### src/rtl/keycode_pkg.sv
// rtl/keycode_pkg.sv - shared key codes, slot sizing and FSM state type for the HID report generator
// Contents: NUM_SLOTS / NUM_KEYS sizing, EMPTY / ROLLOVER slot values,
// KEY_CODE[k] per key index, state_t, and a population-count helper.
package keycode_pkg;

  localparam int NUM_SLOTS = 6;
  localparam int NUM_KEYS  = 8;

  localparam logic [7:0] EMPTY    = 8'h00;
  localparam logic [7:0] ROLLOVER = 8'h01;

  // Key k: 0..3 = W, S, A, D (player 1); 4..7 = up, down, left, right arrows (player 2).
  localparam logic [7:0] KEY_CODE [NUM_KEYS] = '{8'd26, 8'd22, 8'd4, 8'd7,
                                                 8'd82, 8'd81, 8'd80, 8'd79};

  typedef enum logic [1:0] {IDLE, RELEASE, PRESS, PUBLISH} state_t;

  function automatic logic [3:0] count_keys(input logic [NUM_KEYS-1:0] keys);
    logic [3:0] n;
    n = '0;
    for (int k = 0; k < NUM_KEYS; k++) n = n + {3'b000, keys[k]};
    return n;
  endfunction

endpackage

### src/rtl/hid_slot_list.sv
// rtl/hid_slot_list.sv - six-entry compacting keycode list with remove and append operations
// Ports: Clk, Reset (sync, active-high); remove_en/remove_code drops a code and
// shifts the higher entries down; append_en/append_code writes the lowest free
// entry; slots_next is the contents after this cycle's operation; count is
// the number of occupied entries; full is set when all entries are occupied.
module hid_slot_list
  import keycode_pkg::*;
(
  input  logic                      Clk,
  input  logic                      Reset,
  input  logic                      remove_en,
  input  logic [7:0]                remove_code,
  input  logic                      append_en,
  input  logic [7:0]                append_code,
  output logic [NUM_SLOTS-1:0][7:0] slots_next,
  output logic [2:0]                count,
  output logic                      full
);

  logic [NUM_SLOTS-1:0][7:0] slots_q;
  logic [NUM_SLOTS-1:0][7:0] shifted;
  logic [NUM_SLOTS-1:0]      at_or_above;
  logic                      found;

  // Every entry moved one position toward slot 0, with an empty entry entering at the top.
  assign shifted = {EMPTY, slots_q[NUM_SLOTS-1:1]};
  assign full    = (count == 3'(NUM_SLOTS));

  always_comb begin
    found       = 1'b0;
    at_or_above = '0;
    // Entries at or above the matching one take their upper neighbour.
    for (int i = 0; i < NUM_SLOTS; i++) begin
      found          = found | (slots_q[i] == remove_code);
      at_or_above[i] = found;
    end
    slots_next = slots_q;
    if (remove_en) begin
      for (int i = 0; i < NUM_SLOTS; i++) begin
        if (at_or_above[i]) slots_next[i] = shifted[i];
      end
    end else if (append_en && !full) begin
      // The list is kept compact, so the lowest free entry is at index count.
      slots_next[count] = append_code;
    end
  end

  always_ff @(posedge Clk) begin
    if (Reset) begin
      slots_q <= '0;
      count   <= '0;
    end else begin
      slots_q <= slots_next;
      if (remove_en && found)         count <= count - 3'd1;
      else if (append_en && !full)    count <= count + 3'd1;
    end
  end

endmodule

### src/rtl/keycode_report_gen.sv
// rtl/keycode_report_gen.sv - builds 6-slot HID boot keycode reports from per-player direction commands
// Ports: Clk, Reset (sync, active-high); command_p1 {up,down,left,right} -> W,S,A,D;
// command_p2 {up,down,left,right} -> arrow keys; keycode_0..keycode_5 report
// slots (0 = empty, all 8'h01 on rollover); report_valid / report_ready handshake.
module keycode_report_gen
  import keycode_pkg::*;
#(
  parameter int IDLE_REPEAT = 0,
  parameter int REPEAT_W    = 24
) (
  input  logic       Clk,
  input  logic       Reset,
  input  logic [3:0] command_p1,
  input  logic [3:0] command_p2,
  output logic [7:0] keycode_0,
  output logic [7:0] keycode_1,
  output logic [7:0] keycode_2,
  output logic [7:0] keycode_3,
  output logic [7:0] keycode_4,
  output logic [7:0] keycode_5,
  output logic       report_valid,
  input  logic       report_ready
);

  localparam bit                  REPEAT_EN = (IDLE_REPEAT != 0);
  localparam logic [REPEAT_W-1:0] REP_LAST  =
    REPEAT_W'((IDLE_REPEAT > 0) ? IDLE_REPEAT - 1 : 0);

  state_t                    state, state_next;
  logic [7:0]                cmd_vec;
  logic [NUM_KEYS-1:0]       cmd_keys;
  logic [NUM_KEYS-1:0]       snap, last, in_slot;
  logic [2:0]                idx;
  logic [REPEAT_W-1:0]       rep_cnt;
  logic [NUM_SLOTS-1:0][7:0] keycodes_q;
  logic [NUM_SLOTS-1:0][7:0] slots_next;
  logic [2:0]                list_count_unused;
  logic                      list_full;
  logic                      remove_en, append_en, publish_load;
  logic                      rollover;

  // Key index 0 is the MSB of {command_p1, command_p2}; bit k of cmd_keys is key k.
  assign cmd_vec = {command_p1, command_p2};
  always_comb begin
    cmd_keys = '0;
    for (int k = 0; k < NUM_KEYS; k++) cmd_keys[k] = cmd_vec[NUM_KEYS-1-k];
  end

  assign rollover = (count_keys(snap) > 4'd6);

  hid_slot_list u_slots (
    .Clk         (Clk),
    .Reset       (Reset),
    .remove_en   (remove_en),
    .remove_code (KEY_CODE[idx]),
    .append_en   (append_en),
    .append_code (KEY_CODE[idx]),
    .slots_next  (slots_next),
    .count       (list_count_unused),
    .full        (list_full)
  );

  always_ff @(posedge Clk) begin
    if (Reset) state <= IDLE;
    else       state <= state_next;
  end

  always_comb begin
    state_next   = state;
    remove_en    = 1'b0;
    append_en    = 1'b0;
    publish_load = 1'b0;
    case (state)
      IDLE: begin
        if (cmd_keys != last)                         state_next = RELEASE;
        else if (REPEAT_EN && (rep_cnt == REP_LAST))  state_next = PUBLISH;
      end
      RELEASE: begin
        remove_en = in_slot[idx] & ~snap[idx];
        if (idx == 3'd7) state_next = PRESS;
      end
      PRESS: begin
        // A key that finds no free slot stays out of in_slot and is retried next scan.
        append_en = snap[idx] & ~in_slot[idx] & ~list_full;
        if (idx == 3'd7) begin
          state_next   = PUBLISH;
          publish_load = 1'b1;
        end
      end
      PUBLISH: begin
        if (report_ready) state_next = IDLE;
      end
      default: state_next = IDLE;
    endcase
  end

  always_ff @(posedge Clk) begin
    if (Reset) begin
      snap       <= '0;
      last       <= '0;
      in_slot    <= '0;
      idx        <= '0;
      rep_cnt    <= '0;
      keycodes_q <= '0;
    end else begin
      rep_cnt <= '0;
      case (state)
        IDLE: begin
          snap <= cmd_keys;
          idx  <= '0;
          if (REPEAT_EN && (state_next == IDLE)) rep_cnt <= rep_cnt + 1'b1;
        end
        RELEASE: begin
          if (remove_en) in_slot[idx] <= 1'b0;
          idx <= idx + 3'd1;
        end
        PRESS: begin
          if (append_en) in_slot[idx] <= 1'b1;
          idx <= idx + 3'd1;
          // slots_next already includes the append of the final key.
          if (publish_load) begin
            last       <= snap;
            keycodes_q <= rollover ? {NUM_SLOTS{ROLLOVER}} : slots_next;
          end
        end
        default: ;
      endcase
    end
  end

  assign report_valid = (state == PUBLISH);
  assign keycode_0    = keycodes_q[0];
  assign keycode_1    = keycodes_q[1];
  assign keycode_2    = keycodes_q[2];
  assign keycode_3    = keycodes_q[3];
  assign keycode_4    = keycodes_q[4];
  assign keycode_5    = keycodes_q[5];

endmodule

### config.mk
export PLATFORM = sky130hd
export DESIGN_NAME = keycode_report_gen
export DESIGN_NICKNAME = d
export VERILOG_FILES = /design/src/rtl/keycode_pkg.sv /design/src/rtl/hid_slot_list.sv /design/src/rtl/keycode_report_gen.sv
export SDC_FILE = /design/constraint.sdc
export NUM_CORES = 1
export LEC_CHECK = 0
export ABC_AREA = 1
export ABC_CLOCK_PERIOD_IN_PS = 9700
export CORE_ASPECT_RATIO = 0.8
export CORE_MARGIN = 10
export CORE_UTILIZATION = 60
export DETAILED_ROUTE_END_ITERATION = 10
export PLACE_DENSITY = 0.8
export SYNTH_ARGS = -nofsm -noshare
export SYNTH_HDL_FRONTEND = slang
export SYNTH_SLANG_ARGS = --single-unit
### constraint.sdc
create_clock -name Clk -period 9.7 [get_ports Clk]
set_clock_uncertainty 0.2 [all_clocks]
set_input_delay 1.94 -clock Clk [delete_from_list [all_inputs] [get_ports Clk]]
set_output_delay 1.94 -clock Clk [all_outputs]
set_load 0.01 [all_outputs]
**Word-level counts from Yosys, hierarchy flattened**

Memories as Yosys holds them, arrays and structs flattened.
Index checks and enable logic that the tools add are counted.

- Memories: 1
- ROM bits: 64
- Flip-flop bits (word level): 128
- Output and inout bits: 49
- Input port bits: 11
- Logic and storage cells: 116

Memories:

| name | depth | bits a word | rd ports | clocked after Yosys merged registers in | write ports | line | RTL |
|---|---|---|---|---|---|---|---|
| (name not given) | 8 | 8 | 1 | 0 | 0 | keycode_report_gen.sv:57 | `.append_code (KEY_CODE[idx]),` |

- Reduce and logical (&&, ||, !) cells: 13
- Equal/unequal tests: 18
- Bitwise gates (word level): 15
- Multiplexer cells: 35
- Order comparisons: 6
- Add/subtract/negate cells: 10

Operator list:

| operator | number |
|---|---|
| $mux W48 | 3 |
| $mux W8 | 11 |
| $bwmux W48 | 1 |
| $eq A8 B8 Y1 | 6 |
| $demux W8 S3 | 1 |
| $add A4 B1 Y4 | 4 |
| $pmux W8 S2 | 1 |
| $and A8 B8 Y8 | 1 |
| $lt A3 B4 Y1 const B | 2 |
| $mux W2 | 4 |
| $ne A8 B8 Y1 | 1 |
| $not A8 Y8 | 1 |
| $or A8 B8 Y8 | 1 |
| $pmux W2 S4 | 1 |
| $mux W1 | 7 |
| $add A3 B1 Y3 const B | 2 |
| $bmux W1 S3 | 2 |
| $eq A3 B3 Y1 const B | 2 |
| $ge A3 B1 Y1 const B | 2 |
| $mux W3 | 2 |
| $ne A2 B1 Y1 const B | 3 |
| $ne A2 B2 Y1 const B | 3 |
| $pmux W3 S2 | 1 |
| $reduce_bool A2 Y1 | 3 |
| 20 further kinds | 32 |

**Logic depth before layout (Yosys ltp)**

- Word-level depth: 13
- Depth in mapped cells: 22

**Cells and area by module**

From an unflattened synthesis, not the netlist that was laid out.

- Cell total of the unflattened synthesis: 1,070
- Area total of the unflattened synthesis: 7,329.5 µm²

By module, submodules not included:

| module | cells an instance | times used | area each (µm²) |
|---|---|---|---|
| keycode_report_gen | 492 | 1 | 3,668.5 |
| hid_slot_list | 578 | 1 | 3,661.0 |

**Worst setup path after synthesis**

No wires, ideal clock.

- Path kind: register to register
- Start point: register snap[0]
- End point: register keycodes_q, in the netlist keycode_3[5]
- Setup time: 0.114 ns
- Cell stages (with the launch flop): 15
- Data arrival time: 3.370 ns
- Period minus slack after synthesis: 3.685 ns
- Setup slack: 6.015 ns
- Buffers on the path: 1
- Path through: dfxtp_1 -> inv_1 -> fa_1 -> fa_1 -> fa_1 -> inv_1 -> ha_1 -> fa_1 -> nand3_1 -> o21bai_1 -> nand3_1 -> clkinv_1 -> clkbuf_1 -> nand4_1 -> nand2_1

- Word-level cells in the longest chain between the ends: 9
- Elaborated cells on any way between the ends: 20
- Classes of those cells: add/sub: 7; order compare: 1; mux: 7; bitwise: 4; reduce/logical: 1

Ends and longest elaborated chain:

| item | line | RTL |
|---|---|---|
| start, declared | keycode_report_gen.sv:32 | `logic [NUM_KEYS-1:0] snap, last, in_slot;` |
| start signal, assigned | keycode_report_gen.sv:109 | `snap <= cmd_keys;` |
| $add A1 B1 Y2 / $bmux W1 S3 (equally long branches) | keycode_pkg.sv:21, keycode_report_gen.sv:79, keycode_report_gen.sv:84 |  |
| $add A2 B1 Y3 / $mux W1 (equally long branches) | keycode_pkg.sv:21, keycode_report_gen.sv:79, keycode_report_gen.sv:84 |  |
| $add A3 B1 Y4 / $and A1 B1 Y1 (equally long branches) | keycode_pkg.sv:21, keycode_report_gen.sv:84 |  |
| $add A4 B1 Y4 / $and A1 B1 Y1 (equally long branches) | keycode_pkg.sv:21, keycode_report_gen.sv:84 |  |
| $add A4 B1 Y4 / $mux W1 (equally long branches) | keycode_pkg.sv:21, keycode_report_gen.sv:73 |  |
| $add A4 B1 Y4 / $logic_and A1 B1 Y1 (equally long branches) | keycode_pkg.sv:21, hid_slot_list.sv:42 |  |
| $add A4 B1 Y4 / $mux W48 (equally long branches) | keycode_pkg.sv:21, hid_slot_list.sv:42 |  |
| $gt A4 B3 Y1 / $mux W48 (equally long branches) | keycode_report_gen.sv:49, hid_slot_list.sv:38 |  |
| $mux W48 * | keycode_report_gen.sv:123 | `keycodes_q <= rollover ? {NUM_SLOTS{ROLLOVER}} : slots_next;` |
| end signal, assigned | keycode_report_gen.sv:123 |  |
| end, declared | keycode_report_gen.sv:35 | `logic [NUM_SLOTS-1:0][7:0] keycodes_q;` |

Mark *: on every way between the ends. The rest lies on a longest branch, timed or not. The select of a mux whose other input is x is not followed.
A chain may end at the register's enable or synchronous reset.

**Worst setup path after layout**

- Start point: register snap[3]
- End point: register keycodes_q, in the netlist keycode_4[0]

- Word-level cells in the longest chain between the ends: 9
- Elaborated cells on any way between the ends: 18
- Classes of those cells: add/sub: 5; order compare: 1; mux: 7; bitwise: 4; reduce/logical: 1

Ends and longest elaborated chain:

| item | line |
|---|---|
| branches (longest 8 deep; another with $add A3 B1 Y4) | n/a |
| $mux W48 * | keycode_report_gen.sv:123 |

Every way passes the cells marked *. The select of a mux whose other input is x is not followed.

==> out/metrics.cfg <==
[clock_tree]
cts_tree = yes
clock_path_buffers = 2
cts_root_buf = clkbuf_16
numCtsBuffers = 17
cts_setup_buffers = 0
clk_pin_slew_worst_paths_ns = 0.06
h-tree-depth = 4
postCtsHoldBufs = 0
clock_latency_ns = 0.44
clock-sinks = 128
cts_resized = 0

[setup_path]
cpPeakStageDelay_ns = 0.51
path_max_fanout = 42
crit_required_ns = 9.84
cp.arrival_ns = 4.32
critPathKind = flip-flop to flip-flop
crit_chain = inv_1 -> fa_1 -> fa_1 -> fa_1 -> inv_1 -> ha_1 -> fa_1 -> nand3_1 -> o21bai_1 -> nand3_1 -> clkinv_1 -> buf_4 -> nand3_1 -> nand2_1 -> inv_1
crit_path_top_delay_cell = fa_1
worstSetupEndpointType = flip-flop
critPathLaunchType = flip-flop
path_common_cell = fa_1

[placement]
place_hpwl_um = 13400
io_buffers = 59
gp_congestion = 0.961
post-place-cells = 1253

[sta]
whs_ns = 0.268
rsz0062_at_grt = no
period_share_pct = 43.2
setup_total_negative_slack_ns = 0
max_slew.worst_pin.slew_ns = 1.10
min_period_ns = 4.19
maxSlewHeadroom_pct = 26.7
hold_violations = 0
setup_violations = 0
max_freq_mhz = 239
final_max_slew_viol_count = 0

[route]
avgRoutedWirePerCell_um = 15.6
via_count = 7274
drt_iter0_drc = 723
first_pass_iters = 6
drc = 0
antenna_left = 0
wl_um = 20100
vias_per_cell = 5.66

[synth]
synthSimpleGateAreaFrac_pct = 34.8
synth_edf_count = 0
avgSynthCellArea_um2 = 6.66
synth_seq_cells = 128
synth-adder-area-share_pct = 3.78
ys.flop_type = dfxtp_1
synth_top_family_by_area = simple AND/OR/NAND/NOR gates
synth_area_leaders = dfxtp_1, nand2_1, nand3_1, inv_1, a21oi_1
synth_mux_area_share_pct = 0
synth_compound_area_share_pct = 13.4
synthTopCellsByCount = nand2_1, nand3_1, inv_1
yosysTopAreaCellShare_pct = 35.2
synth.most_common_cell = nand2_1
async_reset_ff_share_pct = 0
synth.cell_area_mm2 = 0.00728
yosysUniqueCellTypes = 42
syn_nets = 1124
netlist_instances = 1094
yosysWarnings = 0
synth_xor_area_share_pct = 1.44
seq_area_frac_synth_pct = 35.2
synth_top_area_cell = dfxtp_1

[die]
core_area_mm2 = 0.0117
ios = 60
dieArea_mm2 = 0.0170
die_x_um = 143
start_util_pct = 62.3
die_y_um = 119
rows = 35

[global_route]
grt_max_degree = 54
grt_pass1_vias = 6657
antenna_found_initial = 0
track_usage_pct = 23.8
grt_first_pass_wirelength_um = 33300
grt_remaining_overflow = 0

[layout]
post-route-util_pct = 72.2
synthToLayoutAreaGrowth_pct = 15.9
post_layout_nonfiller_instances = 1285
fillerInstances = 990
n_antenna_cell = 0
drive_above_1_share_pct = 7.21
layout.nets = 1154

[run_status]
status = finished, final reports clean

[pwr]
fin_total_pwr_w = 0.00170
peakVddDrop_uv = 146
powerDensity_mw_per_mm2 = 201
leakage_nw = 3.99

[min_path]
hold_class = flip-flop to flip-flop

[run]
drv_cap = 0

layout by cell type (no fill, tap or decap), types with 7 or more instances in the layout:
cell               n
clkbuf_16         17
inv_2              7
a21oi_1           60
o21ai_0           56
inv_1            134
nand2_2           11
dfxtp_1          128
nor2_1            80
o211ai_1          23
clkdlybuf4s50_1   58
ha_1              14
nand4_1           23
nand2_1          294
o22ai_1            7
nand3_1          137
xor2_1             9
metrics by stage:
step / setup WS, ns / instance area, um2
floorplan: 6.02 / 7280
global placement: 5.53 / 7810
detailed placement: 5.49 / 7810
CTS: 5.54 / 8440
global route: 5.28 / 8440
finish: 5.51 / 8440
cells by family after synthesis:
logic type | Yosys count
adder cells (fa/ha/maj) | 19
AO/OA/AOI/OAI | 166
flip-flops | 128
AND/OR/NAND/NOR | 571
XOR/XNOR | 12
buffers and inverters | 198
cell type report:
cell class / instances / area [um2] / area share [%]
clock inverter: 13 / 175 / 2.08
sequential: 128 / 2560 / 30.4
clock buffer: 19 / 453 / 5.37
timing repair buffer: 65 / 631 / 7.47
tap: 148 / 185 / 2.19
inverter: 144 / 541 / 6.40
multi-input combinational: 768 / 3890 / 46.1
metal layers:
| layer | GRT usage [%] | part of all wire, % | vias up |
|---|---|---|---|
| met5 | 0 | 0 | - |
| met4 | 8.37 | 2.2 | 0 |
| met3 | 5.00 | 8.6 | 46 |
| met2 | 37.0 | 45 | 309 |
| met1 | 31.8 | 44 | 3318 |
| li1 | - | - | 3601 |
power breakdown:
part	switching, W	internal, W
clock network	0.000257	0.000423
logic	0.000290	0.000139
registers	0.0000374	0.000553
flip-flops by register name, summed over array words and instances, names as in the netlist, named ones only:
register         cells
u_slots.shifted     40
keycode_0            8
keycode_1            8
keycode_2            8
keycode_3            8
keycode_4            8
keycode_5            8
last                 8
snap                 8
u_slots.slots_q      8
idx                  3
u_slots.count        3
state                2
worst paths after layout:
check | from | to | slack, ns | cells past startpoint
max reg2reg | snap[3] | keycode_4[0] | 5.51 | 15
max | snap[3] | keycode_4[0] | 5.51 | 15
min reg2reg | keycode_0[2] | keycode_0[2] | 0.27 | 2
min | keycode_0[2] | keycode_0[2] | 0.27 | 2
critical path: cells and delay by family, from the launching register on:
family	cells	cell delay [ns]
adder cells (fa/ha/maj)	5	2.08
buffers and inverters	5	0.68
AND/OR/NAND/NOR	4	0.64
AO/OA/AOI/OAI	1	0.11
flip-flops	1	0.36
(Power assumes the default switching activity.)
